## src/rtl/uart_tx_frame_ctrl_if.sv

```systemverilog
// Handshake bundle between the TX data source, the frame controller and the TX output mux.
// The master side supplies the payload; the slave side (frame controller) drives the mux controls.
interface uart_tx_frame_ctrl_if #(
  parameter int DATA_WIDTH = 8
);
  logic [DATA_WIDTH-1:0] p_data;
  logic                  data_valid;
  logic                  par_en;
  logic                  par_typ;
  logic [2:0]            mux_sel;
  logic                  ser_data;
  logic                  par_bit;
  logic                  busy;

  modport master (
    output p_data, data_valid, par_en, par_typ,
    input  mux_sel, ser_data, par_bit, busy
  );

  modport slave (
    input  p_data, data_valid, par_en, par_typ,
    output mux_sel, ser_data, par_bit, busy
  );
endinterface

```

## src/rtl/uart_tx_frame_ctrl.sv

```systemverilog
// UART TX frame sequencer: start, LSB-first data, optional parity, stop; one line bit per clock.
// Drives the output-mux select plus the serial data and parity bits the mux routes to the line.
module uart_tx_frame_ctrl #(
  parameter int DATA_WIDTH = 8
) (
  input  logic                clk,
  input  logic                rst,
  uart_tx_frame_ctrl_if.slave tx
);
  localparam int CNT_W = (DATA_WIDTH > 2) ? $clog2(DATA_WIDTH) : 1;
  localparam logic [CNT_W-1:0] CNT_LAST = CNT_W'(DATA_WIDTH - 1);

  localparam logic [2:0] ST_IDLE   = 3'd0;
  localparam logic [2:0] ST_START  = 3'd1;
  localparam logic [2:0] ST_DATA   = 3'd2;
  localparam logic [2:0] ST_PARITY = 3'd3;
  localparam logic [2:0] ST_STOP   = 3'd4;

  localparam logic [2:0] SEL_START  = 3'b000;
  localparam logic [2:0] SEL_STOP   = 3'b001;
  localparam logic [2:0] SEL_DATA   = 3'b010;
  localparam logic [2:0] SEL_PARITY = 3'b011;
  localparam logic [2:0] SEL_IDLE   = 3'b100;

  logic [2:0]            state_reg;
  logic [DATA_WIDTH-1:0] shift_reg;
  logic [CNT_W-1:0]      cnt_reg;
  logic                  par_en_reg;
  logic                  par_bit_reg;

  always_ff @(posedge clk or posedge rst) begin
    if (rst) begin
      state_reg   <= ST_IDLE;
      shift_reg   <= '0;
      cnt_reg     <= '0;
      par_en_reg  <= 1'b0;
      par_bit_reg <= 1'b0;
    end else begin
      case (state_reg)
        ST_IDLE: begin
          // Parity is fixed at acceptance so later input changes cannot disturb the frame.
          if (tx.data_valid) begin
            shift_reg   <= tx.p_data;
            par_en_reg  <= tx.par_en;
            par_bit_reg <= (^tx.p_data) ^ tx.par_typ;
            cnt_reg     <= '0;
            state_reg   <= ST_START;
          end
        end
        ST_START: state_reg <= ST_DATA;
        ST_DATA: begin
          shift_reg <= shift_reg >> 1;
          cnt_reg   <= cnt_reg + 1'b1;
          if (cnt_reg == CNT_LAST) begin
            state_reg <= par_en_reg ? ST_PARITY : ST_STOP;
          end
        end
        ST_PARITY: state_reg <= ST_STOP;
        ST_STOP:   state_reg <= ST_IDLE;
        default:   state_reg <= ST_IDLE;
      endcase
    end
  end

  always_comb begin
    tx.mux_sel = SEL_IDLE;
    tx.busy    = 1'b1;
    case (state_reg)
      ST_START:  tx.mux_sel = SEL_START;
      ST_DATA:   tx.mux_sel = SEL_DATA;
      ST_PARITY: tx.mux_sel = SEL_PARITY;
      ST_STOP:   tx.mux_sel = SEL_STOP;
      default: begin
        tx.mux_sel = SEL_IDLE;
        tx.busy    = 1'b0;
      end
    endcase
  end

  assign tx.ser_data = shift_reg[0];
  assign tx.par_bit  = par_bit_reg;
endmodule

```

## src/flat_wrapper.sv

```systemverilog
// flat-port wrapper written by rule: the top's interface ports become plain ports
module uart_tx_frame_ctrl_flat 
#(
  parameter int DATA_WIDTH = 8
)
  (clk, rst, tx_p_data, tx_data_valid, tx_par_en, tx_par_typ, tx_mux_sel, tx_ser_data, tx_par_bit, tx_busy);
  uart_tx_frame_ctrl_if #(.DATA_WIDTH(DATA_WIDTH)) tx_i ();
  input  logic clk;
  input  logic rst;
  input wire logic [$bits(tx_i.p_data)-1:0] tx_p_data;
  input wire logic [$bits(tx_i.data_valid)-1:0] tx_data_valid;
  input wire logic [$bits(tx_i.par_en)-1:0] tx_par_en;
  input wire logic [$bits(tx_i.par_typ)-1:0] tx_par_typ;
  output wire logic [$bits(tx_i.mux_sel)-1:0] tx_mux_sel;
  output wire logic [$bits(tx_i.ser_data)-1:0] tx_ser_data;
  output wire logic [$bits(tx_i.par_bit)-1:0] tx_par_bit;
  output wire logic [$bits(tx_i.busy)-1:0] tx_busy;
  assign tx_i.p_data = tx_p_data;
  assign tx_i.data_valid = tx_data_valid;
  assign tx_i.par_en = tx_par_en;
  assign tx_i.par_typ = tx_par_typ;
  assign tx_mux_sel = tx_i.mux_sel;
  assign tx_ser_data = tx_i.ser_data;
  assign tx_par_bit = tx_i.par_bit;
  assign tx_busy = tx_i.busy;
  uart_tx_frame_ctrl #(.DATA_WIDTH(DATA_WIDTH)) u_core (.clk(clk), .rst(rst), .tx(tx_i));
endmodule
```

## config.mk

```make
export PLATFORM = sky130hd
export DESIGN_NAME = uart_tx_frame_ctrl_flat
export DESIGN_NICKNAME = d
export VERILOG_FILES = /design/src/rtl/uart_tx_frame_ctrl_if.sv /design/src/rtl/uart_tx_frame_ctrl.sv /design/src/flat_wrapper.sv
export SDC_FILE = /design/constraint.sdc
export NUM_CORES = 1
export LEC_CHECK = 0
export CORE_MARGIN = 3
export CORE_UTILIZATION = 51
export DETAILED_ROUTE_END_ITERATION = 10
export PLACE_DENSITY = 0.79
export SKIP_LAST_GASP = 1
export SLEW_MARGIN = 20
export SYNTH_ARGS = -nofsm -noshare
export SYNTH_HDL_FRONTEND = slang
export SYNTH_SLANG_ARGS = --single-unit
```

## constraint.sdc

```tcl
create_clock -name clk -period 2.72 [get_ports clk]
set_input_delay 0.408 -clock clk [delete_from_list [all_inputs] [get_ports clk]]
set_output_delay 0.408 -clock clk [all_outputs]
set_load 0.005 [all_outputs]
```

Yosys cells after proc, flatten, opt, wreduce, memory -nomap -nowiden
Index checks and enable logic that the tools add are counted.
Widths: inputs -> output; s select.
{ "totals": {"regBits": 16, "latch_bits": 0, "ramBits": 0, "romBits": 0, "input_bits": 13, "out_inout_bits": 6, "n_memories": 0} }
{ "op_classes": {"n_addsub": 1, "mul": 0, "div_mod_pow": 0, "magnitude_cmp": 0, "n_eq_ne": 7, "shifts": 0, "mux": 10, "n_bitwise": 1, "reduce_logical": 7} }
{ "op_table": {"columns": ["op", "n"], "rows": [
  ["$pmux 3 s4", 2],
  ["$pmux 8 s2", 1],
  ["$mux 3", 4],
  ["$mux 8", 1],
  ["$reduce_xor 8->1", 1],
  ["$eq 3x2->1 const B", 2],
  ["$eq 3x3->1 const B", 2],
  ["$pmux 3 s2", 1],
  ["$reduce_and 2->1", 3],
  ["$reduce_or 4->1", 1],
  ["$add 3x1->3 const B", 1],
  ["$eq 3x1->1 const B", 1],
  ["$logic_not 3->1", 1],
  ["$ne 2x1->1 const B", 1],
  ["$ne 2x2->1 const B", 1],
  ["$reduce_bool 2->1", 1],
  ["$mux 1", 1],
  ["$xor 1x1->1", 1]
]} }

Longest topological paths before layout
{ "logic_depth": {"depth_word": 3, "depth_mapped": 6, "depth_no_buf": 6} }

Worst setup path after synthesis
Ideal clock, no wire load.
{ "synth_timing": {"kind": "input to register", "start": "input port tx_p_data[0]", "end": "register u_core.par_bit_reg (netlist: u_core.tx.par_bit)", "setup_ps": 125, "arrival_ps": 1312, "t_required_ps": 2595, "path_slack_ps": 1283, "path_stages": 4, "cell_sequence": "xnor2_1 -> xnor3_1 -> xnor2_1 -> mux2_2"} }
{ "synth_via": {"elab_chain_len": 2} }
{ "synth_lines": {"columns": ["item", "line", "rtl"], "rows": [
  ["start, declared", "flat_wrapper.sv:10", "input wire logic [$bits(tx_i.p_data)-1:0] tx_p_data;"],
  ["$reduce_xor 8->1", "uart_tx_frame_ctrl.sv:45", "par_bit_reg <= (^tx.p_data) ^ tx.par_typ;"],
  ["$xor 1x1->1", "uart_tx_frame_ctrl.sv:45", null],
  ["end signal, assigned", "uart_tx_frame_ctrl.sv:45", null],
  ["end, declared", "uart_tx_frame_ctrl.sv:29", "logic par_bit_reg;"]
]} }
No other way between the ends.
A chain may end at the register's enable or synchronous reset.

Worst setup path in the final report
{ "layout_timing": {"start": "register u_core.state_reg[1]", "end": "output port tx_mux_sel[0]"} }
{ "layout_via": {"elab_chain_len": 2, "elab_cells_between_ends": 5} }
{ "layout_lines": {"columns": ["item", "line", "rtl"], "rows": [
  ["start, declared", "uart_tx_frame_ctrl.sv:25", "logic [2:0] state_reg;"],
  ["start signal, assigned", "uart_tx_frame_ctrl.sv:55", "state_reg <= par_en_reg ? ST_PARITY : ST_STOP;"],
  ["$eq 3x3->1 (tied with other cells)", "uart_tx_frame_ctrl.sv:68", "case (state_reg)"],
  ["$pmux 3 s4 (*)", "uart_tx_frame_ctrl.sv:68", null],
  ["end, declared", "flat_wrapper.sv:14", "output wire logic [$bits(tx_i.mux_sel)-1:0] tx_mux_sel;"]
]} }
Every way passes the cells marked *; elsewhere a longest branch is shown, timed or not.

==> run_results.csv <==
group,metric,value,unit
logic_synthesis,synth-edff-count,0,
route,routed_wl,1460,um
timing,skew,0.00392,ns
grt,grt_overflow_total,0,
route,drt_pre_antenna_iters,2,
power_and_ir_drop,p_switching,388,uW
final_layout,multiInputGateArea,397,um2
worst_setup_path,arrival,1.69,ns
logic_synthesis,synth_top_area_cell,"dfrtp_1",
clocking,clkSlewWorstSetupHoldPaths,0.09,ns
final_layout,largest_reg_flops,8,
clocking,htreeDepth,1,
die,io_pins,19,
logic_synthesis,yosysMostFrequentCell,"dfrtp_1",
logic_synthesis,synthTopCellsByArea,"dfrtp_1 (48%), mux2i_1 (11%), xnor2_1 (5.2%), o21ai_0 (4.8%), nand2_1 (4.0%)",
clocking,post-cts-setup-buffers,0,
grt,grt_pass1_wl,2440,um
logic_synthesis,yosys.area_share.simple,10.6,%
grt,grt_max_degree,17,
worst_setup_path,worst_setup_path_end_kind,"output port",
logic_synthesis,yosysSeqAreaShare,48.0,%
final_layout,n_fill_cell,110,
power_and_ir_drop,powerDensity,1040,nW/um2
run_status,status,"completed",
final_layout,fin_nets,114,
timing,fmax,0.478,GHz
clocking,cts_buffers,3,
worst_setup_path,start_kind,"flip-flop",
clocking,worstSkewPairLatency,0.29,ns
timing,fin_crit_sh,77.0,%
logic_synthesis,synth_mux_area_share,14.8,%
logic_synthesis,synth_top_family_by_area,"multiplexers",
logic_synthesis,synth_nets,93,
logic_synthesis,yosys.area_share.adder,3.00,%
final_layout,regArea,400,um2
logic_synthesis,yosys_warnings,0,
place,port_buffers,18,
die,fp.dieH,46.5,um
route,drtAntennaViolNets,0,
timing,finalSetupViolations,0,
die,die_area,2160,um2
power_and_ir_drop,pwr-share-comb,49.3,%
final_layout,drive_above_1_share,9.28,%
timing,finalHoldViolations,0,
final_layout,diodes,0,
die,coreArea,1420,um2
job,maxCapViolCount,0,
timing,rsz0062_at_grt,"no",
power_and_ir_drop,p_leak,0.481,nW
logic_synthesis,yosysTopAreaCellShare,48.0,%
power_and_ir_drop,pwr-share-seq,39.4,%
logic_synthesis,synth-seq-cells,16,
timing,fin_tns_setup,0,ns
clocking,holdBufCountCts,0,
timing,worst_slew_pin_slew,0.601,ns
die,num_rows,13,
route,wire_per_inst,13.1,um
logic_synthesis,syn-cell-area,835,um2
logic_synthesis,synth.avg_cell_area,10.7,um2
clocking,cts.sinks,16,
timing,final_max_slew_viol_count,0,
clocking,clockBufferDepth,2,
logic_synthesis,async_flop_share,100,%
timing,max-slew-margin-rel,59.9,%
route,vias,605,
logic_synthesis,ys_types,22,
logic_synthesis,synth_xor_area_share,10.0,%
clocking,root_buffer,"clkbuf_4",
grt,grt_pass1_vias,618,
die,die_x,46.5,um
worst_setup_path,cp.required,2.31,ns
final_layout,syn2layout_area_growth,25.2,%
power_and_ir_drop,ir_drop,0.684,mV
place,gp_congestion,0.785,
logic_synthesis,synth_compound_area_share,9.00,%
logic_synthesis,synth_common_cells,"dfrtp_1 (16), mux2i_1 (9), nand2_1 (9)",
worst_setup_path,critPathKind,"flip-flop to output port",
route,drt-initial-drc-count,3,
clocking,cts_tree,"yes",
power_and_ir_drop,sw_frac_of_total,35.8,%
grt,antenna_found_initial,0,
route,drc,0,
route,via_per_inst,5.40,
worst_setup_path,crit_path_max_fanout,7,
clocking,post_cts_resized,0,
logic_synthesis,netlist_instances,78,
logic_synthesis,ys.flop_type,"dfrtp_1",
grt,grtUsageTotal,16.5,%
worst_hold_path,hold_class,"input pin to asynchronous set/reset pin",
power_and_ir_drop,power,1.08,mW
timing,layout_min_cycle_time,2.09,ns
die,start_util,59.0,%
power_and_ir_drop,p_clk_share,11.3,%
power_and_ir_drop,internal_power,696,uW
timing,timing.hold.ws,0.479,ns
## per-layer routing
| layer | vias up | part of all wire, % | global-route usage, % |
|---|---|---|---|
| met5 | - | 0 | 0 |
| met4 | 0 | 1.6 | 6.82 |
| met3 | 2 | 4.4 | 3.52 |
| met2 | 14 | 51 | 30.5 |
| met1 | 289 | 43 | 17.8 |
| li1 | 300 | - | - |
## layout by cell type (no fill, tap or decap), types with 2 or more instances in the layout
master,count
xor2_1,2
clkdlybuf4s50_1,18
xnor2_1,5
nand2_1,9
dfrtp_1,16
ha_1,2
clkbuf_4,3
a22o_1,2
buf_4,2
nor2_1,6
inv_1,3
mux2_2,3
o21ai_0,8
mux2i_1,9
## final cells by class
type | count | share of cell area [%]
inverter | 3 | 1.08
timing repair buffer | 20 | 18.7
tap | 15 | 1.80
sequential | 16 | 38.3
clock buffer | 3 | 2.16
multi-input combinational | 55 | 38.0
## through the flow
| step | instances | cell area, um2 | setup WS, ns | utilization [%] |
|---|---|---|---|---|
| global placement | 109 | 1020 | 0.784 | 72.2 |
| CTS | 112 | 1040 | 0.598 | 73.8 |
| floorplan | 78 | 835 | 1.28 | - |
| global route | 112 | 1040 | 0.463 | 73.8 |
| detailed placement | 109 | 1020 | 0.767 | 72.2 |
| finish | 112 | 1040 | 0.626 | 73.8 |
## worst paths after layout
check                                                startpoint                              end  slack [ns]  depth (start not counted)
worst max-delay path            u_core.state_reg[1]$_DFFE_PP0P_                    tx_mux_sel[0]        0.63                          5
worst min-delay path                                        rst  u_core.shift_reg[6]$_DFFE_PP0P_        0.48                          2
worst max register to register  u_core.state_reg[1]$_DFFE_PP0P_  u_core.shift_reg[6]$_DFFE_PP0P_        1.34                          5
worst min register to register  u_core.shift_reg[0]$_DFFE_PP0P_  u_core.shift_reg[0]$_DFFE_PP0P_        0.49                          2
max in group asynchronous                                   rst  u_core.state_reg[0]$_DFFE_PP0P_        1.85                          2
min in group clk                u_core.shift_reg[0]$_DFFE_PP0P_  u_core.shift_reg[0]$_DFFE_PP0P_        0.49                          2
## power groups by stage
stage               registers (mW)  clock network, mW  logic, mW
finish                       0.427              0.122      0.534
global route                 0.443              0.134      0.604
CTS                          0.427              0.129      0.544
detailed placement           0.432                  0      0.542
global placement             0.425                  0      0.519
floorplan                    0.397                  0      0.374
## cell families after synthesis
group	after synthesis
and+or+nand+nor	20
AOI/OAI and AO/OA	13
adders and majority gates	2
buffers and inverters	7
DFF	16
muxes	12
xor gates and xnor gates	8
## worst max-delay path: stages (launching register included)
cell,delay [ns]
dfrtp_1,0.40
inv_1,0.14
nor2_1,0.20
nand2_1,0.07
o21ai_0,0.07
clkdlybuf4s50_1,0.52
Power figures use the tool's default switching activity.
==> patch (same settings) <==
`DATA_WIDTH` is set to 8 in 3 places; all go to 32.
--- a/src/rtl/uart_tx_frame_ctrl_if.sv
+++ b/src/rtl/uart_tx_frame_ctrl_if.sv
@@ -1,7 +1,7 @@
 // Handshake bundle between the TX data source, the frame controller and the TX output mux.
 // The master side supplies the payload; the slave side (frame controller) drives the mux controls.
 interface uart_tx_frame_ctrl_if #(
-  parameter int DATA_WIDTH = 8
+  parameter int DATA_WIDTH = 32
 );
   logic [DATA_WIDTH-1:0] p_data;
   logic                  data_valid;
--- a/src/rtl/uart_tx_frame_ctrl.sv
+++ b/src/rtl/uart_tx_frame_ctrl.sv
@@ -1,7 +1,7 @@
 // UART TX frame sequencer: start, LSB-first data, optional parity, stop; one line bit per clock.
 // Drives the output-mux select plus the serial data and parity bits the mux routes to the line.
 module uart_tx_frame_ctrl #(
-  parameter int DATA_WIDTH = 8
+  parameter int DATA_WIDTH = 32
 ) (
   input  logic                clk,
   input  logic                rst,
--- a/src/flat_wrapper.sv
+++ b/src/flat_wrapper.sv
@@ -1,7 +1,7 @@
 // flat-port wrapper written by rule: the top's interface ports become plain ports
 module uart_tx_frame_ctrl_flat 
 #(
-  parameter int DATA_WIDTH = 8
+  parameter int DATA_WIDTH = 32
 )
   (clk, rst, tx_p_data, tx_data_valid, tx_par_en, tx_par_typ, tx_mux_sel, tx_ser_data, tx_par_bit, tx_busy);
   uart_tx_frame_ctrl_if #(.DATA_WIDTH(DATA_WIDTH)) tx_i ();
Interface: changed (resized tx_p_data); port bits go from 19 to 43. The function was not compared with the original's and may differ.
==> patch against the original RTL <==
- first-iteration DRC count rose to 44 times the old value
- combinational power up 120%
- design area rose to 2.7 times the old value
- synthesized cell count rose to 2.8 times the old value
- area after synthesis rose to 2.6 times the old value
- non-clock buffer count up 26
- critical path type is now input pin to register
- sequential cell count up 26
- worst setup slack worse by 0.0021 ns
- highest routed layer unchanged
- clock power rose to 3.4 times the old value
- routed wire length rose to 2.9 times the old value
- total power rose to 2.5 times the old value
- count of clock-buffer cells in the layout up 3
==> patch: results (changes against the original RTL) <==
- Met1 routing resource usage after global routing: 0.267 (+0.0887)
- Most instantiated cells after synthesis: dfrtp_1 (42), nand2_1 (38), o21ai_0 (37)
- Layout cells sized above 1: 0.0575 (-0.0353)
- Biggest fanout along the worst timing path: 2 (-5)
- Detailed Routing Iterations Pass 1: 4 (+2)
- GRT met2 Usage: 0.271 (-0.0335)
- Final std cells w/o fill: 311 (+180%)
- Crit Reg-Reg Startpoint: u_core.state_reg[2]$_DFFE_PP0P_
- Mean post-synth cell area: 10.1 um2 (-5.6%)
- Portion of netlist area occupied by mux cells: 0.154 (+0.00607)
- GRT met3 Usage: 0.0477 (+0.0125)
- Instance area at placement: 2690 um2 (+160%)
- Number of clock buffers inserted by TritonCTS: 5 (+2)
- Clk. pwr: 0.419 mW (+240%)
- Maximum frequency from static timing analysis: 477 MHz (about the same)
- Maximum number of pins on one net before global-route repair: 43 (+26)
- Root buffer cell: clkbuf_8
- 1st-iter DRT viols: 131 (+128)
- Complex-gate fraction of the synthesized area: 0.0968 (+0.00682)
- Run status: completed
- Top cells by area, synth: dfrtp_1 (48%), mux2i_1 (15%), xnor2_1 (11%)
- Int Power: 1.72 mW (+150%)
- Least-Margin Pin Slew: 0.534 ns (-0.0670 ns)
- Tightest hold margin: 0.488 ns (+0.00917 ns)
- Setup slack, reg-to-reg: 1.04 ns (-0.30 ns)
- Wire per inst: 13.5 um (+3.1%)
- Number of filler cells placed in the layout: 348 (+220%)
- Via Count: 1606 (+170%)
- Post-Synth Adder-Cell Area: 0.0113 (-0.0187)
- P_leak: 1.14 nW (+140%)
- Final layout net count: 299 (+160%)
==> patch: worst max path at each step <==
stage | end | cells past startpoint
2_1_floorplan | u_core.tx.par_bit$_DFFE_PP0P_ | 6
3_3_place_gp | u_core.tx.par_bit$_DFFE_PP0P_ | 7
3_5_place_dp | u_core.tx.par_bit$_DFFE_PP0P_ | 7
4_1_cts | u_core.tx.par_bit$_DFFE_PP0P_ | 7
5_1_grt | u_core.tx.par_bit$_DFFE_PP0P_ | 7
6_report | u_core.tx.par_bit$_DFFE_PP0P_ | 7
==> patch: area by class of cell <==
cell class	instances	area [um2]	share of cell area
Timing Repair Buffer	46	463	0.166
Clock inverter	2	12.5	0.00450
Sequential cell	42	1050	0.378
Multi-Input combinational cell	162	1100	0.395
Clock buffer	6	82.6	0.0297
Tap cell	50	62.6	0.0225
Inverter	3	11.3	0.00405
